<file path="src/rtl/uart_rx.sv">
// UART receiver: 16x oversampled, LSB-first, configurable data and stop length.
// Reports each frame with a one-clock done pulse plus a stop-bit framing flag.
module uart_rx #(
  parameter int DBIT    = 8,
  parameter int SB_Tick = 16
) (
  input  logic            clk,
  input  logic            rst,
  input  logic            s_tick,
  input  logic            rx,
  output logic [DBIT-1:0] dout,
  output logic            rx_done_tick,
  output logic            frame_err,
  output logic            rx_busy
);

  localparam int SW = $clog2(SB_Tick);
  localparam int NW = $clog2(DBIT);
  localparam logic [SW-1:0] S_MID  = SW'(7);
  localparam logic [SW-1:0] S_BIT  = SW'(15);
  localparam logic [SW-1:0] S_STOP = SW'(SB_Tick - 1);
  localparam logic [NW-1:0] N_LAST = NW'(DBIT - 1);

  typedef enum logic [1:0] {IDLE, START, DATA, STOP} state_t;

  state_t          state;
  logic [SW-1:0]   s;
  logic [NW-1:0]   n;
  logic [DBIT-1:0] b;
  logic            rx_meta;
  logic            rx_s;

  // Two-flop synchronizer; resets to the idle line level so reset never fakes a start bit.
  always_ff @(posedge clk) begin
    if (rst) begin
      rx_meta <= 1'b1;
      rx_s    <= 1'b1;
    end else begin
      rx_meta <= rx;
      rx_s    <= rx_meta;
    end
  end

  always_ff @(posedge clk) begin
    if (rst) begin
      state        <= IDLE;
      s            <= '0;
      n            <= '0;
      b            <= '0;
      dout         <= '0;
      rx_done_tick <= 1'b0;
      frame_err    <= 1'b0;
    end else begin
      rx_done_tick <= 1'b0;
      unique case (state)
        IDLE: begin
          if (!rx_s) begin
            s     <= '0;
            state <= START;
          end
        end
        // Resample mid start bit; a line already high again is treated as a glitch.
        START: begin
          if (s_tick) begin
            if (s == S_MID) begin
              s     <= '0;
              n     <= '0;
              state <= rx_s ? IDLE : DATA;
            end else begin
              s <= s + SW'(1);
            end
          end
        end
        DATA: begin
          if (s_tick) begin
            if (s == S_BIT) begin
              s <= '0;
              b <= {rx_s, b[DBIT-1:1]};
              if (n == N_LAST) state <= STOP;
              else             n     <= n + NW'(1);
            end else begin
              s <= s + SW'(1);
            end
          end
        end
        STOP: begin
          if (s_tick) begin
            if (s == S_STOP) begin
              state        <= IDLE;
              dout         <= b;
              frame_err    <= ~rx_s;
              rx_done_tick <= 1'b1;
            end else begin
              s <= s + SW'(1);
            end
          end
        end
        default: state <= IDLE;
      endcase
    end
  end

  assign rx_busy = (state != IDLE);

endmodule

</file>
<file path="config.mk">
export PLATFORM = sky130hd
export DESIGN_NAME = uart_rx
export DESIGN_NICKNAME = d
export VERILOG_FILES = /design/src/rtl/uart_rx.sv
export SDC_FILE = /design/constraint.sdc
export NUM_CORES = 1
export LEC_CHECK = 0
export CAP_MARGIN = 30
export CORE_MARGIN = 3
export CORE_UTILIZATION = 58
export DETAILED_ROUTE_END_ITERATION = 10
export PLACE_DENSITY = 0.89
export SLEW_MARGIN = 20
export SYNTH_ARGS = -nofsm -noshare
export SYNTH_HDL_FRONTEND = slang
export SYNTH_SLANG_ARGS = --single-unit
</file>
<file path="constraint.sdc">
create_clock -name clk -period 3.6 [get_ports clk]
set_input_delay 0.54 -clock clk [delete_from_list [all_inputs] [get_ports clk]]
set_output_delay 0.54 -clock clk [all_outputs]
set_load 0.01 [all_outputs]
</file>
==> results of run 1 <==
==> Yosys cell counts (all sizes together) <==
cell,count
dfxtp,29
buf,7
nor2,17
nand2,21
a221oi,1
a32o,1
o221a,1
a21oi,14
or4b,1
nor3,1
nand4,4
and3b,2
a31oi,2
nor3b,3
or2,4
o2111ai,1
o21ai,1
o211ai,1
xnor2,2
mux2i,11
nor2b,1
or3,2
ha,3
o21ba,1
and4bb,1
inv,3
o311a,1
o22ai,1
clkbuf,5
nand3,3
==> how the worst min path moves through the flow <==
stage,from,endpoint,slack [ps],cells past startpoint
after floorplan,rx_meta$_SDFF_PP1_,rx_s$_SDFF_PP1_,390,1
after global placement,rx_meta$_SDFF_PP1_,rx_s$_SDFF_PP1_,390,1
after detailed placement,rx_meta$_SDFF_PP1_,rx_s$_SDFF_PP1_,410,1
after CTS,rx_meta$_SDFF_PP1_,rx_s$_SDFF_PP1_,430,1
after global routing,rx_meta$_SDFF_PP1_,rx_s$_SDFF_PP1_,440,1
final,rx_meta$_SDFF_PP1_,rx_s$_SDFF_PP1_,420,1
==> area by class of cell <==
cell class	count	area, µm²	area share
Multi-Input combinational cell	101	627	0.420
Sequential cell	29	581	0.389
Timing Repair Buffer	16	155	0.104
Clock buffer	7	55.1	0.0369
Tap cell	27	33.8	0.0226
Clock inverter	1	30.0	0.0201
Inverter	3	11.3	0.00754
==> registers in the layout (all words and copies together) (netlist names), named ones only <==
name	flops
dout	8
rx_s	1
state	1
n	3
b	8
rx_done_tick	1
s	4
frame_err	1
rx_meta	1
==> per-layer routing <==
| layer | GRT usage | up-vias | routed length [µm] |
|---|---|---|---|
| met3 | 0.0620 | 5 | 139 |
| met2 | 0.345 | 37 | 1280 |
| li1 | - | 522 | - |
| met1 | 0.233 | 502 | 1050 |
| met4 | 0.111 | 0 | 48 |
| met5 | 0 | - | 0 |
==> power by group <==
group          internal (µW)  switching (µW)  leakage, µW
logic                   9.87            11.8     0.000250
registers                323            3.15     0.000234
clock network            166             110    0.0000455
==> kinds of logic after synthesis <==
kind of cell | Yosys count
adders and majority gates | 3
xor gates and xnor gates | 2
DFF | 29
AOI/OAI and AO/OA | 25
buffers and inverters | 15
and+or+nand+nor | 60
muxes | 11
==> metrics by stage <==
step / cells / worst slack, ps
6_report: 184 / 1290
5_1_grt: 184 / 1190
4_1_cts: 184 / 1320
3_5_place_dp: 176 / 1370
3_3_place_gp: 176 / 1510
2_1_floorplan: 145 / 1790
==> flow_summary.ini, run 1 <==
[die]
die_area_um2 = 2860
num_rows = 16
boundaryPins = 15
core_um2 = 2040
initial_core_util = 0.642
chipHeight_um = 53.5
die_w_um = 53.5

[cells_and_area]
share_of_final_layout_standard_cells_stronger_than_drive_strength_1 = 0.108
antenna_cells = 0
number_of_inserted_filler_cells_in_the_final_layout = 158
finish.instance_area_um2 = 1490
syn_to_final_growth_pct = 13.9
layout_common_cells = dfxtp_1 (29), nand2_1 (21), nor2_1 (17)
finalNetCount = 163
finalCoreUtilization = 0.731
final_common_cell = dfxtp_1

[route]
vias_per_cell = 5.79
drtAntennaViolNets = 0
via_count = 1066
drt_wl_total_um = 2520
wire_length_per_cell_um = 13.7
first_iter_violations = 17
detail_route.first_pass.iterations = 4
drt_drc_violations_left = 0

[critical_path]
timing_worst_setup_path_type = flop to output port
crit_buf_inv = 2
endpoint = rx_busy
timing.critical_path.depth = 3
r2r_setup_slack_ps = 1650
critical_path.cell_chain = nor2_1, inv_1, clkdlybuf4s50_1
worstPathMaxFanout = 18
slowest_stage = dfxtp_1
critical_path.startpoint_type = flop
critical_path_arrival_ps = 1770
rr_endpoint = b[5]$_SDFFE_PP0P_
cp_data_required_time_ps = 3060
rr_worst_depth = 6
r2r_start = s[0]$_SDFFE_PP0P_
path_delay_family = flip-flops
largest_stage_delay_on_the_critical_path_ps = 690
end_kind = output port

[clocking]
h-tree-depth = 2
worst_skew_pair.late_latency_ps = 320
cts_num_sinks = 29
postCtsResizedCells = 0
clkSlewWorstSetupHoldPaths_ps = 90
clock_tree.root_cell = clkbuf_4
cts_setup_buffers = 0
cts_buffer_depth = 2
post_cts_hold_buffer_count = 0
cts_tree = yes
cts_made_buffers = 5

[logic_synthesis]
synth_top_family_by_area = simple AND/OR/NAND/NOR gates
proportion_of_synthesized_chip_area_in_sequential_cells = 0.443
synth.lib_cells_used.distinct = 33
synth_compound_area_frac = 0.128
syn-cell-area_um2 = 1310
post_synth_main_area_contributors = dfxtp_1 (44%), mux2i_1 (8.4%), nand2_1 (6.0%), a21oi_1 (5.3%), nor2_1 (4.9%)
share_of_synthesized_cell_area_in_full_adder_half_adder_and_majority_cells = 0.0287
synth_top_cell_area_share = 0.443
post_synth_inst_count = 145
post_synth_xor_area_fraction = 0.0134
synthesis.nets = 152
ys.warnings.count = 0
post_synth_mux_area_share = 0.0840
yosys.area.top_type = dfxtp_1
synthesized_area_per_cell_um2 = 9.03
synth-simple-area-share = 0.224
synth_seq_cells = 29

[power_and_ir_drop]
leakage_uw = 0.000530
report.power.total_uw = 623
power-per-cell-area_nw_per_um2 = 417
max-vdd-ir-drop_mv = 0.441

[sta]
fin_worst_hold_slack_ps = 422
timing.clock.skew_ps = 3.32
clock_period_minus_worst_slack_ps = 2310
maxSlewHeadroom = 0.617
post-route-period-util = 0.641
maxClockFrequency_ghz = 0.433
maxSlewViolCount = 0
rsz0062_at_grt = false
final_setup_viols = 0
number_of_hold_slack_violations_in_the_final_timing_report = 0
totalNegativeSetupSlack_ps = 0
timing_worst_slew_pin_value_ps = 574

[global_routing]
grt_overflow = 0
grt_antenna_before_repair = 0
maximum_number_of_pins_on_one_net_before_global_route_repair = 28
via_count_of_the_first_global_routing_pass = 1032
first_pass_grt_wire_length_um = 4250
grt_use_total = 0.206

[outcome]
run_status = finished, final reports clean

[flow_run]
timing.max_cap.violations = 0

[placed_design]
port-buffer-count = 14
hpwlAfterDp_um = 1780
gp_congestion = 0.864
placed_cell_area_um2 = 1410

[hold_path]
min-delay-path-class = flop to flop
Power figures use the tool's default switching activity.
==> inputs of run 2 (changes only) <==
CORE_UTILIZATION = 49   (was 58)
PLACE_DENSITY = 0.81   (was 0.89)
clock period = 1.9 ns   (was 3.6 ns; I/O delays follow)
==> flow_summary.ini, run 2 (same netlist as run 1, synthesis figures left out) <==
[clocking]
cts_tree = yes
clkSlewWorstSetupHoldPaths_ps = 90
clock_tree.root_cell = clkbuf_4
cts_made_buffers = 5
cts_buffer_depth = 2
post_cts_hold_buffer_count = 0
h-tree-depth = 2
cts_num_sinks = 29
worst_skew_pair.late_latency_ps = 320

[route]
drt_wl_total_um = 2460
vias_per_cell = 5.45
detail_route.first_pass.iterations = 4
drtAntennaViolNets = 0
drt_drc_violations_left = 0
wire_length_per_cell_um = 12.8
via_count = 1047
first_iter_violations = 36

[sta]
rsz0062_at_grt = false
maxClockFrequency_ghz = 0.539
clock_period_minus_worst_slack_ps = 1860
totalNegativeSetupSlack_ps = 0
maxSlewViolCount = 0
timing_worst_slew_pin_value_ps = 330
post-route-period-util = 0.977
timing.clock.skew_ps = 6.20
number_of_hold_slack_violations_in_the_final_timing_report = 0
maxSlewHeadroom = 0.780
final_setup_viols = 0

[placed_design]
placed_cell_area_um2 = 1450
hpwlAfterDp_um = 1710
place.detailed.instances = 184
port-buffer-count = 14
gp_congestion = 0.807

[global_routing]
via_count_of_the_first_global_routing_pass = 1003
grt_use_total = 0.164
maximum_number_of_pins_on_one_net_before_global_route_repair = 25
grt_antenna_before_repair = 0
first_pass_grt_wire_length_um = 4270
grt_overflow = 0

[critical_path]
worstPathMaxFanout = 3
cp_data_required_time_ps = 2150
end_kind = flop
slowest_stage = or4b_1
critical_path.cell_chain = ha_1, ha_1, and4bb_1, o2111ai_2, or4b_1, a21oi_1
critical_path.startpoint_type = flop
critical_path_arrival_ps = 2110
crit_path_frequent_cell = ha_1
timing_worst_setup_path_type = flop to flop
largest_stage_delay_on_the_critical_path_ps = 490

[die]
boundaryPins = 15
core_um2 = 2500
initial_core_util = 0.524
chipHeight_um = 57.7
die_area_um2 = 3330
die_w_um = 57.7
num_rows = 18

[cells_and_area]
syn_to_final_growth_pct = 16.0
layout_common_cells = dfxtp_1 (28), nand2_1 (21), nor2_1 (17)
number_of_inserted_filler_cells_in_the_final_layout = 223
layout.cells.non_filler = 192
share_of_final_layout_standard_cells_stronger_than_drive_strength_1 = 0.148
finalNetCount = 168
final_common_cell = dfxtp_1
multi_input_area_um2 = 627
flip_flop_and_latch_area_um2 = 582
finish.instance_area_um2 = 1520
top_registers = b (8), dout (8), s (4)
antenna_cells = 0

[hold_path]
min-delay-path-class = flop to flop

[power_and_ir_drop]
report.power.total_uw = 1080
leakage_uw = 0.000552
power-per-cell-area_nw_per_um2 = 710
max-vdd-ir-drop_mv = 0.690

[outcome]
run_status = finished, final reports clean

[flow_run]
timing.max_cap.violations = 0
[run 2: worst paths after layout]
check / start / end / slack (ps) / cells after the start
setup reg to reg: n[0]$_SDFFE_PP0P_ / n[0]$_SDFFE_PP0P_ / 40 / 6
setup / recovery: n[0]$_SDFFE_PP0P_ / n[0]$_SDFFE_PP0P_ / 40 / 6
hold / removal: rx_meta$_SDFF_PP1_ / rx_s$_SDFF_PP1_ / 420 / 1
hold reg to reg: rx_meta$_SDFF_PP1_ / rx_s$_SDFF_PP1_ / 420 / 1
[run 2: stage by stage]
| stage | utilization | hold slack (ps) | setup slack [ps] |
|---|---|---|---|
| finish | 0.608 | 417 | 43.3 |
| global route | 0.608 | 450 | 7.48 |
| CTS | 0.608 | 422 | 15.8 |
| detailed placement | 0.580 | 401 | 41.1 |
| global placement | 0.580 | 396 | 97.3 |
| floorplan | - | 389 | 91.1 |
[run 2: power breakdown]
part,total (µW),switching (µW),internal (µW)
Sequential,615,4.16,611
Clock,419,205,214
Combinational,44.6,24.4,20.2
[run 2: cell type report]
class	instances	area share
inverter	3	0.00741
clock inverter	1	0.00329
clock buffer	7	0.0428
timing repair buffer	21	0.127
sequential	29	0.383
tap	30	0.0247
multi-input combinational	101	0.412
[run 2: what timing repair did]
action | 4_1_cts | 5_1_grt
setup buffers | 0 | 0
hold endpoints to repair | 0 | 0
pin swaps | 0 | 1
resized for setup | 1 | 0
setup endpoints to repair | 1 | 1
[run 2: worst max-delay path, delay by kind of cell (launching register included)]
| family | cells | cell delay (ps) |
|---|---|---|
| AO/OA/AOI/OAI | 2 | 280 |
| adder cells (fa/ha/maj) | 2 | 400 |
| flip-flops | 1 | 340 |
| AND/OR/NAND/NOR | 2 | 780 |
[run 2: routing by layer]
metal | up-vias | GRT usage | routed length (µm)
met5 | - | 0 | 0
met3 | 2 | 0.0535 | 107
met1 | 491 | 0.204 | 1150
met2 | 22 | 0.263 | 1190
li1 | 532 | - | -
met4 | 0 | 0.0629 | 14
